[config.mk]
export PLATFORM = sky130hd
export DESIGN_NAME = pixel_stream_writer_flat
export DESIGN_NICKNAME = d
export VERILOG_FILES = /design/src/rtl/pixel_link_pkg.sv /design/src/rtl/pixel_stream_writer_if.sv /design/src/rtl/rx_word_deser.sv /design/src/rtl/pixel_stream_writer.sv /design/src/flat_wrapper.sv
export SDC_FILE = /design/constraint.sdc
export NUM_CORES = 1
export LEC_CHECK = 0
export ABC_AREA = 0
export CAP_MARGIN = 40
export CORE_ASPECT_RATIO = 0.75
export CORE_MARGIN = 5
export CORE_UTILIZATION = 50
export CTS_CLUSTER_SIZE = 28
export DETAILED_ROUTE_END_ITERATION = 7
export MAX_ROUTING_LAYER = met4
export PLACE_DENSITY = 0.73
export SLEW_MARGIN = 20
export SYNTH_ARGS = -nofsm -noshare
export SYNTH_HDL_FRONTEND = slang
export SYNTH_SLANG_ARGS = --single-unit
[constraint.sdc]
create_clock -name clock -period 4.4 [get_ports clock]
set_input_delay 0.66 -clock clock [delete_from_list [all_inputs] [get_ports clock]]
set_output_delay 0.66 -clock clock [all_outputs]
set_load 0.005 [all_outputs]
[src/rtl/pixel_link_pkg.sv]
// pixel_link_pkg: shared types and control words for the bit-serial pixel link
package pixel_link_pkg;
  localparam logic [15:0] SOF_WORD = 16'h8000;
  localparam logic [15:0] EOL_WORD = 16'h8001;
  typedef enum logic {HUNT, RECV} state_t;
  typedef logic [15:0] pixel_word_t;
  typedef logic [14:0] rgb555_t;
  function automatic logic is_pixel(input pixel_word_t w);
    return !w[15];
  endfunction
endpackage

[src/rtl/pixel_stream_writer_if.sv]
// pixel_stream_writer_if: serial link input plus frame buffer write port and status
interface pixel_stream_writer_if #(parameter int COL_BITS = 8, parameter int ROW_BITS = 8);
  import pixel_link_pkg::*;
  logic rx_bit;
  logic rx_bit_valid;
  logic [COL_BITS+ROW_BITS-1:0] wr_address;
  rgb555_t wr_data;
  logic wr_en;
  logic frame_active;
  logic frame_done;
  logic sync_lost;
  logic overflow_err;
  logic [7:0] frame_count;
  modport master (
    input rx_bit, rx_bit_valid,
    output wr_address, wr_data, wr_en, frame_active, frame_done, sync_lost, overflow_err, frame_count
  );
  modport slave (
    output rx_bit, rx_bit_valid,
    input wr_address, wr_data, wr_en, frame_active, frame_done, sync_lost, overflow_err, frame_count
  );
endinterface

[src/rtl/rx_word_deser.sv]
// rx_word_deser: MSB-first shift register with word counter; word/strobe/match are
// combinational on the sampling cycle so the caller registers the action at that edge.
module rx_word_deser
  import pixel_link_pkg::*;
(
  input  logic        clock,
  input  logic        reset,
  input  logic        rx_bit,
  input  logic        rx_bit_valid,
  input  logic        align,
  output pixel_word_t word,
  output logic        word_stb,
  output logic        hunt_match
);
  logic [14:0] shift;
  logic [3:0]  bit_cnt;
  assign word       = {shift, rx_bit};
  assign word_stb   = rx_bit_valid && bit_cnt == 4'd15;
  assign hunt_match = rx_bit_valid && word == SOF_WORD;
  always_ff @(posedge clock)
    if (reset) begin
      shift   <= '0;
      bit_cnt <= '0;
    end else begin
      if (rx_bit_valid) shift <= word[14:0];
      bit_cnt <= align ? 4'd0 : bit_cnt + 4'(rx_bit_valid);
    end
endmodule

[src/rtl/pixel_stream_writer.sv]
// pixel_stream_writer: locks onto SOF and writes deserialised pixels to the frame buffer
// at {col,row}; col carries one extra bit so a full line is distinguishable from wrap.
module pixel_stream_writer
  import pixel_link_pkg::*;
#(
  parameter int COL_BITS = 8,
  parameter int ROW_BITS = 8,
  parameter int TIMEOUT  = 1024
) (
  input logic clock,
  input logic reset,
  pixel_stream_writer_if.master bus
);
  localparam int TW = $clog2(TIMEOUT);
  state_t state, state_n;
  logic [COL_BITS:0] col, col_n;
  logic [ROW_BITS-1:0] row, row_n;
  logic [TW-1:0] timer, timer_n;
  logic [7:0] count_n;
  logic [COL_BITS+ROW_BITS-1:0] address_n;
  rgb555_t data_n;
  logic we_n, done_n, lost_n, ovf_n;
  pixel_word_t word;
  logic word_stb, hunt_match;
  rx_word_deser deser (
    .clock(clock),
    .reset(reset),
    .rx_bit(bus.rx_bit),
    .rx_bit_valid(bus.rx_bit_valid),
    .align(state == HUNT),
    .word(word),
    .word_stb(word_stb),
    .hunt_match(hunt_match)
  );
  assign bus.frame_active = state == RECV;
  always_comb begin
    state_n   = state;
    col_n     = col;
    row_n     = row;
    timer_n   = '0;
    count_n   = bus.frame_count;
    address_n = bus.wr_address;
    data_n    = bus.wr_data;
    we_n      = 1'b0;
    done_n    = 1'b0;
    lost_n    = 1'b0;
    ovf_n     = 1'b0;
    if (state == HUNT) begin
      if (hunt_match) begin
        state_n = RECV;
        col_n   = '0;
        row_n   = '0;
      end
    end else if (!bus.rx_bit_valid) begin
      timer_n = timer + 1'b1;
      if (timer == TW'(TIMEOUT - 1)) begin
        timer_n = '0;
        lost_n  = 1'b1;
        state_n = HUNT;
      end
    end else if (word_stb) begin
      if (is_pixel(word)) begin
        we_n      = !col[COL_BITS];
        ovf_n     = col[COL_BITS];
        address_n = col[COL_BITS] ? bus.wr_address : {col[COL_BITS-1:0], row};
        data_n    = col[COL_BITS] ? bus.wr_data : word[14:0];
        col_n     = col[COL_BITS] ? col : col + 1'b1;
      end else if (word == EOL_WORD) begin
        if (row != '1) begin
          col_n = '0;
          row_n = row + 1'b1;
        end else begin
          done_n  = 1'b1;
          count_n = bus.frame_count + 8'd1;
          state_n = HUNT;
        end
      end else if (word == SOF_WORD) begin
        lost_n = col != '0 || row != '0;
        col_n  = '0;
        row_n  = '0;
      end else begin
        lost_n  = 1'b1;
        state_n = HUNT;
      end
    end
  end
  always_ff @(posedge clock)
    if (reset) begin
      state            <= HUNT;
      col              <= '0;
      row              <= '0;
      timer            <= '0;
      bus.wr_address   <= '0;
      bus.wr_data      <= '0;
      bus.wr_en        <= 1'b0;
      bus.frame_done   <= 1'b0;
      bus.sync_lost    <= 1'b0;
      bus.overflow_err <= 1'b0;
      bus.frame_count  <= '0;
    end else begin
      state            <= state_n;
      col              <= col_n;
      row              <= row_n;
      timer            <= timer_n;
      bus.wr_address   <= address_n;
      bus.wr_data      <= data_n;
      bus.wr_en        <= we_n;
      bus.frame_done   <= done_n;
      bus.sync_lost    <= lost_n;
      bus.overflow_err <= ovf_n;
      bus.frame_count  <= count_n;
    end
endmodule

[src/flat_wrapper.sv]
// flat-port wrapper written by rule: the top's interface ports become plain ports
module pixel_stream_writer_flat import pixel_link_pkg::*;
#(
  parameter int COL_BITS = 8,
  parameter int ROW_BITS = 8,
  parameter int TIMEOUT  = 1024
)
  (clock, reset, bus_rx_bit, bus_rx_bit_valid, bus_wr_address, bus_wr_data, bus_wr_en, bus_frame_active, bus_frame_done, bus_sync_lost, bus_overflow_err, bus_frame_count);
  pixel_stream_writer_if #(.COL_BITS(COL_BITS), .ROW_BITS(ROW_BITS)) bus_i ();
  input logic clock;
  input logic reset;
  input wire logic [$bits(bus_i.rx_bit)-1:0] bus_rx_bit;
  input wire logic [$bits(bus_i.rx_bit_valid)-1:0] bus_rx_bit_valid;
  output wire logic [$bits(bus_i.wr_address)-1:0] bus_wr_address;
  output wire logic [$bits(bus_i.wr_data)-1:0] bus_wr_data;
  output wire logic [$bits(bus_i.wr_en)-1:0] bus_wr_en;
  output wire logic [$bits(bus_i.frame_active)-1:0] bus_frame_active;
  output wire logic [$bits(bus_i.frame_done)-1:0] bus_frame_done;
  output wire logic [$bits(bus_i.sync_lost)-1:0] bus_sync_lost;
  output wire logic [$bits(bus_i.overflow_err)-1:0] bus_overflow_err;
  output wire logic [$bits(bus_i.frame_count)-1:0] bus_frame_count;
  assign bus_i.rx_bit = bus_rx_bit;
  assign bus_i.rx_bit_valid = bus_rx_bit_valid;
  assign bus_wr_address = bus_i.wr_address;
  assign bus_wr_data = bus_i.wr_data;
  assign bus_wr_en = bus_i.wr_en;
  assign bus_frame_active = bus_i.frame_active;
  assign bus_frame_done = bus_i.frame_done;
  assign bus_sync_lost = bus_i.sync_lost;
  assign bus_overflow_err = bus_i.overflow_err;
  assign bus_frame_count = bus_i.frame_count;
  pixel_stream_writer #(.COL_BITS(COL_BITS), .ROW_BITS(ROW_BITS), .TIMEOUT(TIMEOUT)) u_core (.clock(clock), .reset(reset), .bus(bus_i));
endmodule
; ---- Word-level counts from Yosys, hierarchy flattened
; Cells that the tools add are included.
[word_totals]
regBits = 90
in_bits = 4
out_inout_bits = 44
elab_cells = 88
[classes]
n_addsub = 5
eq_ne = 13
n_mux = 33
n_bitwise = 7
reduce_logical = 16
[ops]
columns = op, count
row1 = $mux 9, 9
row2 = $mux 8, 8
row3 = $eq 16x16->1 const B, 2
row4 = $reduce_and 6->1, 3
row5 = $add 8x1->8 const B, 2
row6 = $mux 1, 16
row7 = $add 10x1->10 const B, 1
row8 = $eq 10x10->1 const B, 1
row9 = $reduce_and 5->1, 2
row10 = $add 9x1->9 const B, 1
row11 = $ne 3x3->1 const B, 3
row12 = $reduce_bool 9->1, 1
row13 = $ne 4x4->1 const B, 2
row14 = $ne 8x8->1 const B, 1
row15 = $reduce_bool 8->1, 1
row16 = $not 1->1, 7
row17 = $ne 2x2->1 const B, 3
row18 = $reduce_or 6->1, 1
row19 = $reduce_or 5->1, 1
row20 = $add 4x1->4, 1
row21 = $eq 4x4->1 const B, 1
row22 = $reduce_or 4->1, 1
row23 = $logic_and 1x1->1, 2
row24 = $reduce_bool 2->1, 1
row25 = other kinds (3), 3

; ---- Longest topological paths before layout
; Gate-level depths: netlist of run 1.
[logic_depth]
depth_word = 7
depth_mapped = 10
ltp_nobuf = 6

; ---- Cells and area by module
; From an unflattened synthesis of run 1, not the netlist that was laid out.
[unflattened]
hier_cells = 459
hier_area_um2 = 3891.2
[by_module_without_submodules]
columns = module, n_inst, cells_per_inst, area_per_inst_um2, seq_area_each_um2
row1 = pixel_stream_writer, 1, 387, 3131.8, 1421.4
row2 = rx_word_deser, 1, 72, 759.5, 380.4

; ---- Worst setup path after synthesis of run 1
; OpenSTA, ideal clock, no wires.
[synth_timing]
path_kind = input port to flip-flop
from = in reset
to = reg u_core.col[3]
arrival_ns = 2.078
required_ns = 4.313
slack_ns = 2.235
stages = 8
path_buffers = 4
path_cell_list = buf_2 nand2b_1 clkbuf_1 or3_1 clkbuf_1 or2_0 clkbuf_1 o31ai_1
[synth_rtl]
columns = element, line_no
row1 = from (decl), flat_wrapper.sv:11  ; input logic reset;
row2 = to (signal assigned), pixel_stream_writer.sv:102  ; col <= col_n;
row3 = to (decl), pixel_stream_writer.sv:16  ; logic [COL_BITS:0] col, col_n;

; ---- Worst setup path in the final report of run 1
[layout_timing]
from = in bus_rx_bit
to = reg u_core.row[2]
[layout_via]
elab_chain_cells = 6
elab_cells_between_ends = 12
classes_between = eq/ne: 4 / mux: 5 / reduce/logical: 3
[layout_lines]
columns = element, line_no
row1 = from (decl), flat_wrapper.sv:12  ; input wire logic [$bits(bus_i.rx_bit)-1:0] bus_rx_bit;
row2 = $eq 16x16->1, pixel_stream_writer.sv:68  ; end else if (word == EOL_WORD) begin
row3 = $mux 8, pixel_stream_writer.sv:68
row4 = $mux 8, pixel_stream_writer.sv:62  ; if (is_pixel(word)) begin
row5 = $mux 8, pixel_stream_writer.sv:61  ; end else if (word_stb) begin
row6 = $mux 8, pixel_stream_writer.sv:54  ; end else if (!bus.rx_bit_valid) begin
row7 = $mux 8, pixel_stream_writer.sv:48  ; if (state == HUNT) begin
row8 = to (signal assigned), pixel_stream_writer.sv:103  ; row <= row_n;
row9 = to (decl), pixel_stream_writer.sv:17  ; logic [ROW_BITS-1:0] row, row_n;
; Several ways; a longest one is shown, not always the timed one. The select of a mux whose other input is x is not followed.
; A chain may end at the register's enable or synchronous reset.

==> metrics.md, run 1 <==
| Metric | Value |
|---|---|
| Drt total wl | 8.649 mm |
| Hold Buf Count CTS | 0 |
| Post-Layout Inst Area | between 4000 and 5000 µm² |
| Synth top area share | between 40% and 50% |
| Highest clock rate | 377.5 MHz |
| Worst-Margin Slew | 0.7240 ns |
| Clk_lat worst skew | 0.36 ns |
| EDFF count, synth | 0 |
| Die area | roughly 9800 µm² |
| Initial Util | 50.64% |
| Seq/Total Area, Yosys | 45.74% |
| Primary FF master, synth | dfxtp_1 |
| CTS Buffer Depth | 2 |
| Final net count | 510 |
| Largest net degree at the start of global routing | between 60 and 70 |
| Die W | 112.5 µm |
| Pwr/cell area | 305.5 nW/µm² |
| Avg Cell Area, Syn | ~8.5 µm² |
| Skew final | about 0.0066 ns |
| Post-place setup slack | roughly 1.4 ns |
| Detail Route Antenna Nets | 0 |
| Fin crit share | 60.21% |
| Fin. Hold Viols | 0 |
| Yosys warns | 0 |
| Final setup viols | 0 |
| CP Launch Type | primary input |
| Antenna Cells | 0 |
| DRT Pass-1 Iters | 5 |
| GR Layer Usage met2 | 29.53% |
| Worst Path Max Fanout | 10 |
| Max Slew Vio Count | 0 |
| Share of layout cells above drive strength 1 | 5.964% |
| Via count | 3360 |
| Max-capacitance violation count | 0 |
| Final TNS setup | 0 ns |
| Minimum clock period | 2.649 ns |
| Synth Register Bits | 90 |
| CTS tree | built |
| CTS buffer count | 9 |
| Detailed placer's ending HPWL | 6.024 mm |
| GRT busiest layer | met2 |
| Placer Congestion | approximately 0.94 |
| Vias/cell | 5.526 |
| Placed inst area | 4436 µm² |
| All-layer global routing usage | 19.16% |
| First-pass GRT wire length | between 10 and 15 mm |
| Maximum VDD drop | 0.1916 mV |
| Post-CTS sizing | 0 |
| Max transition margin | 51.63% |
| DIE HEIGHT | 86.87 µm |
| IO Port Bufs | 47 |
| Synth area leaders | dfxtp_1, nand2_1, a21oi_1 |
| Vias in the first global route | ~3300 |
| Hold path depth | 2 |
| CTS sink count | 90 |
| # IOs | 48 |
| Synth Net Count | 478 |
| CP Data Arrival Time | approximately 2.9 ns |
| Number of core rows | 28 |
| Synthesized instance count | 466 |
| Synth-to-Final Area Change | 17.76% |
| Initial antenna violation count | 0 |
| Critical path required time | 4.61 ns |
| Reg clk slew, reported paths | about 0.080 ns |
| DRC | 0 |
| Hold/Removal Path Class | reg -> reg |
| Met3 usage | 4.236% |
| Critical path capture point type | register |
| Largest area contributor in the netlist | dfxtp_1 |
| Post-synth top cells | dfxtp_1, nand2_1, a21oi_1, nor2_1, o21ai_0 |
| Overflow after GRT | 0 |
| Total number of H-tree levels | 3 |
| Leak | 1.540 nW |
| GR Layer Usage met1 | 24.89% |
| CTS Root Cell | clkbuf_8 |
| Worst path buffer plus inverter count | 1 |
| RSZ-0062 raised after global routing | false |
| Crit path cell chain | clkdlybuf4s50_1 -> nor3b_1 -> a41oi_1 -> o21a_1 -> o21bai_1 -> o21ai_0 |
| Post-CTS setup buffer count | 0 |
| Crit Path Class | in -> reg |
| Netlist Area Pre-Place | 3939 µm² |
| Status | finished clean |
| DR iter-0 viols | 214 |
| Post-route setup slack | 1.751 ns |
| DR WL/cell | 14.23 µm |
| CP top delay family | compound AO/OA/AOI/OAI gates |
| Ys async rst share | 0% |
| Worst R2R Path Depth | 6 |
| Slowest CP cell | clkdlybuf4s50_1 |
| Yosys cell types | between 40 and 50 |
| Core area | a little under 8000 µm² |
| Most frequent cell after synthesis | dfxtp_1 |
| Levels on crit path | 6 |
| CP max stage delay | ~0.65 ns |
==> metrics by stage <==
step                power, mW  hold WS [ns]  cells  utilization (%)
detailed placement     0.8660        0.4458    592            57.03
CTS                     1.435        0.4584    608            59.64
global placement       0.8657        0.4395    592            57.03
finish                  1.417        0.4545    608            59.64
global route            1.481        0.4734    608            59.64
floorplan              0.8588        0.4302    466                -
==> cells by family after synthesis <==
kind of cell	count (synthesis)	share of synthesized area, %
flip-flops	90	45.74
adder cells (fa/ha/maj)	8	2.541
multiplexers	17	4.320
AO/OA/AOI/OAI	91	13.37
XOR/XNOR	9	2.001
AND/OR/NAND/NOR	205	27.22
buffers and inverters	46	4.797
==> tightest hold or removal path: cells and delay by family, from the launching register on <==
kind | cells | cell delay, ns
simple gates | 1 | 0.05
flops | 1 | 0.31
compound gates | 1 | 0.05
==> worst paths after layout <==
| check | from | end | slack [ns] |
|---|---|---|---|
| setup / recovery | bus_rx_bit | u_core.row[2]$_SDFFE_PP0P_ | 1.75 |
| hold / removal | u_core.bus.wr_address[7]$_SDFFE_PP0P_ | u_core.bus.wr_address[7]$_SDFFE_PP0P_ | 0.45 |
| setup reg to reg | u_core.row[0]$_SDFFE_PP0P_ | u_core.bus.frame_count[5]$_SDFFE_PP0P_ | 1.95 |
| hold reg to reg | u_core.bus.wr_address[7]$_SDFFE_PP0P_ | u_core.bus.wr_address[7]$_SDFFE_PP0P_ | 0.45 |
==> power by group <==
group	internal (mW)	switching [mW]	total (mW)
Clock	0.279	0.291	0.570
Sequential	0.815	0.00182	0.817
Combinational	0.00980	0.0207	0.0305
Total	1.10	0.313	1.42
==> area by class of cell <==
cell class                 count  area (µm²)
clock buffer                  10       137.6
clock inverter                 6       65.06
fill                         706        3139
inverter                      17       63.81
multi-input combinational    330        1951
sequential                    90        1802
tap                          105       131.4
timing repair buffer          50       488.0
==> routing by layer <==
layer | wire length, µm | vias up | part of all wire, %
met5 | 0 | - | 0
met4 | 171 | 0 | 2.0
met3 | 529 | 12 | 6.1
met2 | 3791 | 98 | 44
met1 | 4157 | 1560 | 48
li1 | - | 1690 | -
==> flip-flops by register name (all words and copies together), names as in the netlist, 4 cells and up <==
| signal | count |
|---|---|
| u_core.bus.frame_count | 8 |
| u_core.bus.wr_address | 16 |
| u_core.bus.wr_data | 15 |
| u_core.col | 9 |
| u_core.deser.bit_cnt | 4 |
| u_core.deser.shift | 15 |
| u_core.row | 8 |
| u_core.timer | 10 |
==> placed cells by master (no fill, tap or decap), types with 2 or more instances in the layout <==
master / n
a21oi_1: 44
a31oi_1: 5
a41oi_1: 2
and2_1: 2
and3_1: 4
and4_1: 7
buf_4: 3
clkbuf_8: 10
clkdlybuf4s50_1: 46
clkinv_2: 2
dfxtp_1: 90
ha_1: 8
inv_1: 17
mux2i_1: 17
nand2_1: 77
nand2b_1: 3
nand3_1: 15
nand3b_1: 3
nand4_1: 6
nand4b_1: 2
nor2_1: 41
nor2b_1: 3
nor3_1: 7
nor3b_1: 3
nor4_1: 5
nor4_4: 2
nor4b_1: 5
o21a_1: 2
o21ai_0: 22
o21bai_1: 2
o31ai_1: 8
or2_2: 2
or3_1: 5
or4_1: 6
xnor2_1: 5
xor2_1: 4
No activity file was read; power rests on OpenSTA's default activity.
==> inputs of run 2 (changes only) <==
==> constraint.sdc (replaced) <==
create_clock -name clock -period 2.7 [get_ports clock]
set_input_delay 0.405 -clock clock [delete_from_list [all_inputs] [get_ports clock]]
set_output_delay 0.405 -clock clock [all_outputs]
set_load 0.005 [all_outputs]
==> run 2 against run 1 <==
- first-iteration DRC count grew 14%
- worst setup slack lost 1.4 ns
- largest power group unchanged
- combinational power grew 78%
- wire length grew 1.9%
- global-route usage grew 0.14 points
- critical path depth is the same
==> metrics.md, run 2 (synthesized netlist as in run 1, its figures left out) <==
| Metric | Value |
|---|---|
| Drt total wl | 8.817 mm (+1.9%) |
| Critical path required time | 2.97 ns (-1.64 ns) |
| Initial antenna violation count | 0 (unchanged) |
| CP Launch Type | register |
| Worst Path Max Fanout | 6 (-4) |
| Die area | 9771 µm² (unchanged) |
| Vias/cell | 5.465 (-1.1%) |
| CTS tree | built |
| DR iter-0 viols | 243 (+14%) |
| CTS buffer count | 9 (unchanged) |
| IO Port Bufs | 47 (unchanged) |
| Maximum VDD drop | 0.2799 mV (+46%) |
| Initial Util | 50.64% (unchanged) |
| Post-CTS sizing | 0 (unchanged) |
| Core area | 7777 µm² (unchanged) |
| Design Power | 2.222 mW (+57%) |
| Placed inst area | 4488 µm² (+1.2%) |
| Share of layout cells above drive strength 1 | 7.255% (+1.3 points) |
| Max Slew Vio Count | 0 (unchanged) |
| Critical path capture point type | register |
| Highest clock rate | 429.1 MHz |
| GRT busiest layer | met2 |
| Post-Layout Inst Area | 4667 µm² (+0.62%) |
| GR Layer Usage met1 | 25.19% (+0.30 points) |
| GR Layer Usage met2 | 29.96% (+0.43 points) |
| Seq pwr share | 59.9% (+2.3 points) |
| Crit Path Class | reg -> reg |
| Most common cell after layout, fill and taps aside | dfxtp_1 |
| Met3 usage | 4.444% (+0.21 points) |
| Final setup viols | 0 (unchanged) |
| Final TNS setup | 0 ns (unchanged) |
| Detail Route Antenna Nets | 0 (unchanged) |
| Hold/Removal Path Class | in -> reg |
| Clk network pwr share | 37.7% (-2.5 points) |
| CP Data Arrival Time | 2.60 ns (-0.26 ns) |
| # IOs | 48 (unchanged) |
| Hold Buf Count CTS | 0 (unchanged) |
| Status | finished clean |
| Largest regs | u_core.bus.wr_address x16, u_core.bus.wr_data x15, u_core.deser.shift x15 |
| Max-capacitance violation count | 0 (unchanged) |
| Max transition margin | 59.14% (+7.5 points) |
| Post-CTS setup buffer count | 0 (unchanged) |
| CTS Buffer Depth | 2 (unchanged) |
| Total number of H-tree levels | 3 (unchanged) |
| All-layer global routing usage | 19.29% (+0.14 points) |
| CTS Root Cell | clkbuf_8 |
| First-pass GRT wire length | 14.99 mm (+0.18%) |
| Placer Congestion | 0.9222 (-1.9%) |
| Fin crit share | between 80% and 90% |
| Via count | 3361 (+0.030%) |
| Number of core rows | 28 (unchanged) |
| Final net count | 517 (+1.4%) |
| Combinational power share | 2.4% (+0.2 points) |
| Detailed placer's ending HPWL | 6.253 mm (+3.8%) |
| Sw Ratio | 23.10% (+0.98 points) |
| Antenna Cells | 0 (unchanged) |
| Skew final | 0.007173 ns (+0.0005866 ns) |
| Clk_lat worst skew | 0.36 ns (about the same) |
| Largest net degree at the start of global routing | 55 (-14%) |
| Most frequent cells in the layout | dfxtp_1, nand2_1, clkdlybuf4s50_1, a21oi_1, nor2_1 |
| Reg clk slew, reported paths | 0.09 ns (about the same) |
| DRT Pass-1 Iters | 5 (unchanged) |
| Synth-to-Final Area Change | 18.49% |
| DR WL/cell | 14.34 µm (+0.78%) |
| Minimum clock period | between 2 and 2.5 ns |
| Fin. Hold Viols | 0 (unchanged) |
| Die W | 112.5 µm (unchanged) |
| CTS sink count | 90 (unchanged) |
| Post-layout utilization of the core | 60.01% (+0.37 points) |
| Overflow after GRT | 0 (unchanged) |
| P_int | 1.709 mW (+55%) |
| Largest register FFs | 16 (unchanged) |
| RSZ-0062 raised after global routing | false |
| DRC | 0 (unchanged) |
| Vias in the first global route | 3133 (-4.0%) |
| Leak | 1.570 nW (+1.9%) |
| Sw Pwr | 513.3 µW (+64%) |
| DIE HEIGHT | 86.87 µm (unchanged) |
| Worst-Margin Slew | 0.6044 ns (-0.1197 ns) |
| Largest Register | u_core.bus.wr_address |
| Pwr/cell area | 476.1 nW/µm² (+56%) |
[run 2: layout make-up]
class                           instances  area (µm²)
Fill cell                             714        3110
Multi-Input combinational cell        330        1951
Sequential cell                        90        1802
Timing Repair Buffer                   57       540.5
Clock buffer                           10       137.6
Tap cell                              105       131.4
Inverter                               17       63.81
Clock inverter                          6       41.29
[run 2: layer usage]
metal  share of wire [%]  vias up
li1                    -     1710
met1                  48     1529
met2                  44      108
met3                 5.9       14
met4                 1.6        0
met5                   0        -
[run 2: power groups by stage]
stage | combinational [mW] | clock [mW] | sequential, mW
finish | 0.0542 | 0.837 | 1.33
global route | 0.0595 | 0.922 | 1.33
CTS | 0.0544 | 0.863 | 1.33
detailed placement | 0.0540 | 0 | 1.36
global placement | 0.0534 | 0 | 1.36
floorplan | 0.0385 | 0 | 1.36
[run 2: worst max-delay path, cell delays in order (launching register included)]
cell      delay, ns
dfxtp_1        0.42
ha_1           0.26
nand3_1        0.20
or4_1          0.59
a311oi_2       0.51
o21ai_0        0.17
o31ai_1        0.10
[run 2: final timing paths]
check                           cells past startpoint                                     end  slack, ns                                   start
worst max register to register                      6              u_core.col[7]$_SDFFE_PP0P_       0.37              u_core.row[0]$_SDFFE_PP0P_
worst min register to register                      2  u_core.bus.wr_address[12]$_SDFFE_PP0P_       0.45  u_core.bus.wr_address[12]$_SDFFE_PP0P_
worst max-delay path                                6              u_core.col[7]$_SDFFE_PP0P_       0.37              u_core.row[0]$_SDFFE_PP0P_
worst min-delay path                                2  u_core.bus.frame_count[7]$_SDFFE_PP0P_       0.39                                   reset
[run 2: metrics by stage]
| step | hold WS (ns) | instances | worst slack [ns] |
|---|---|---|---|
| floorplan | 0.4302 | 466 | 0.7904 |
| global placement | 0.4429 | 599 | 0.3804 |
| detailed placement | 0.4456 | 599 | 0.2811 |
| CTS | 0.3833 | 615 | 0.4396 |
| global route | 0.3982 | 615 | 0.2871 |
| finish | 0.3915 | 615 | 0.3695 |
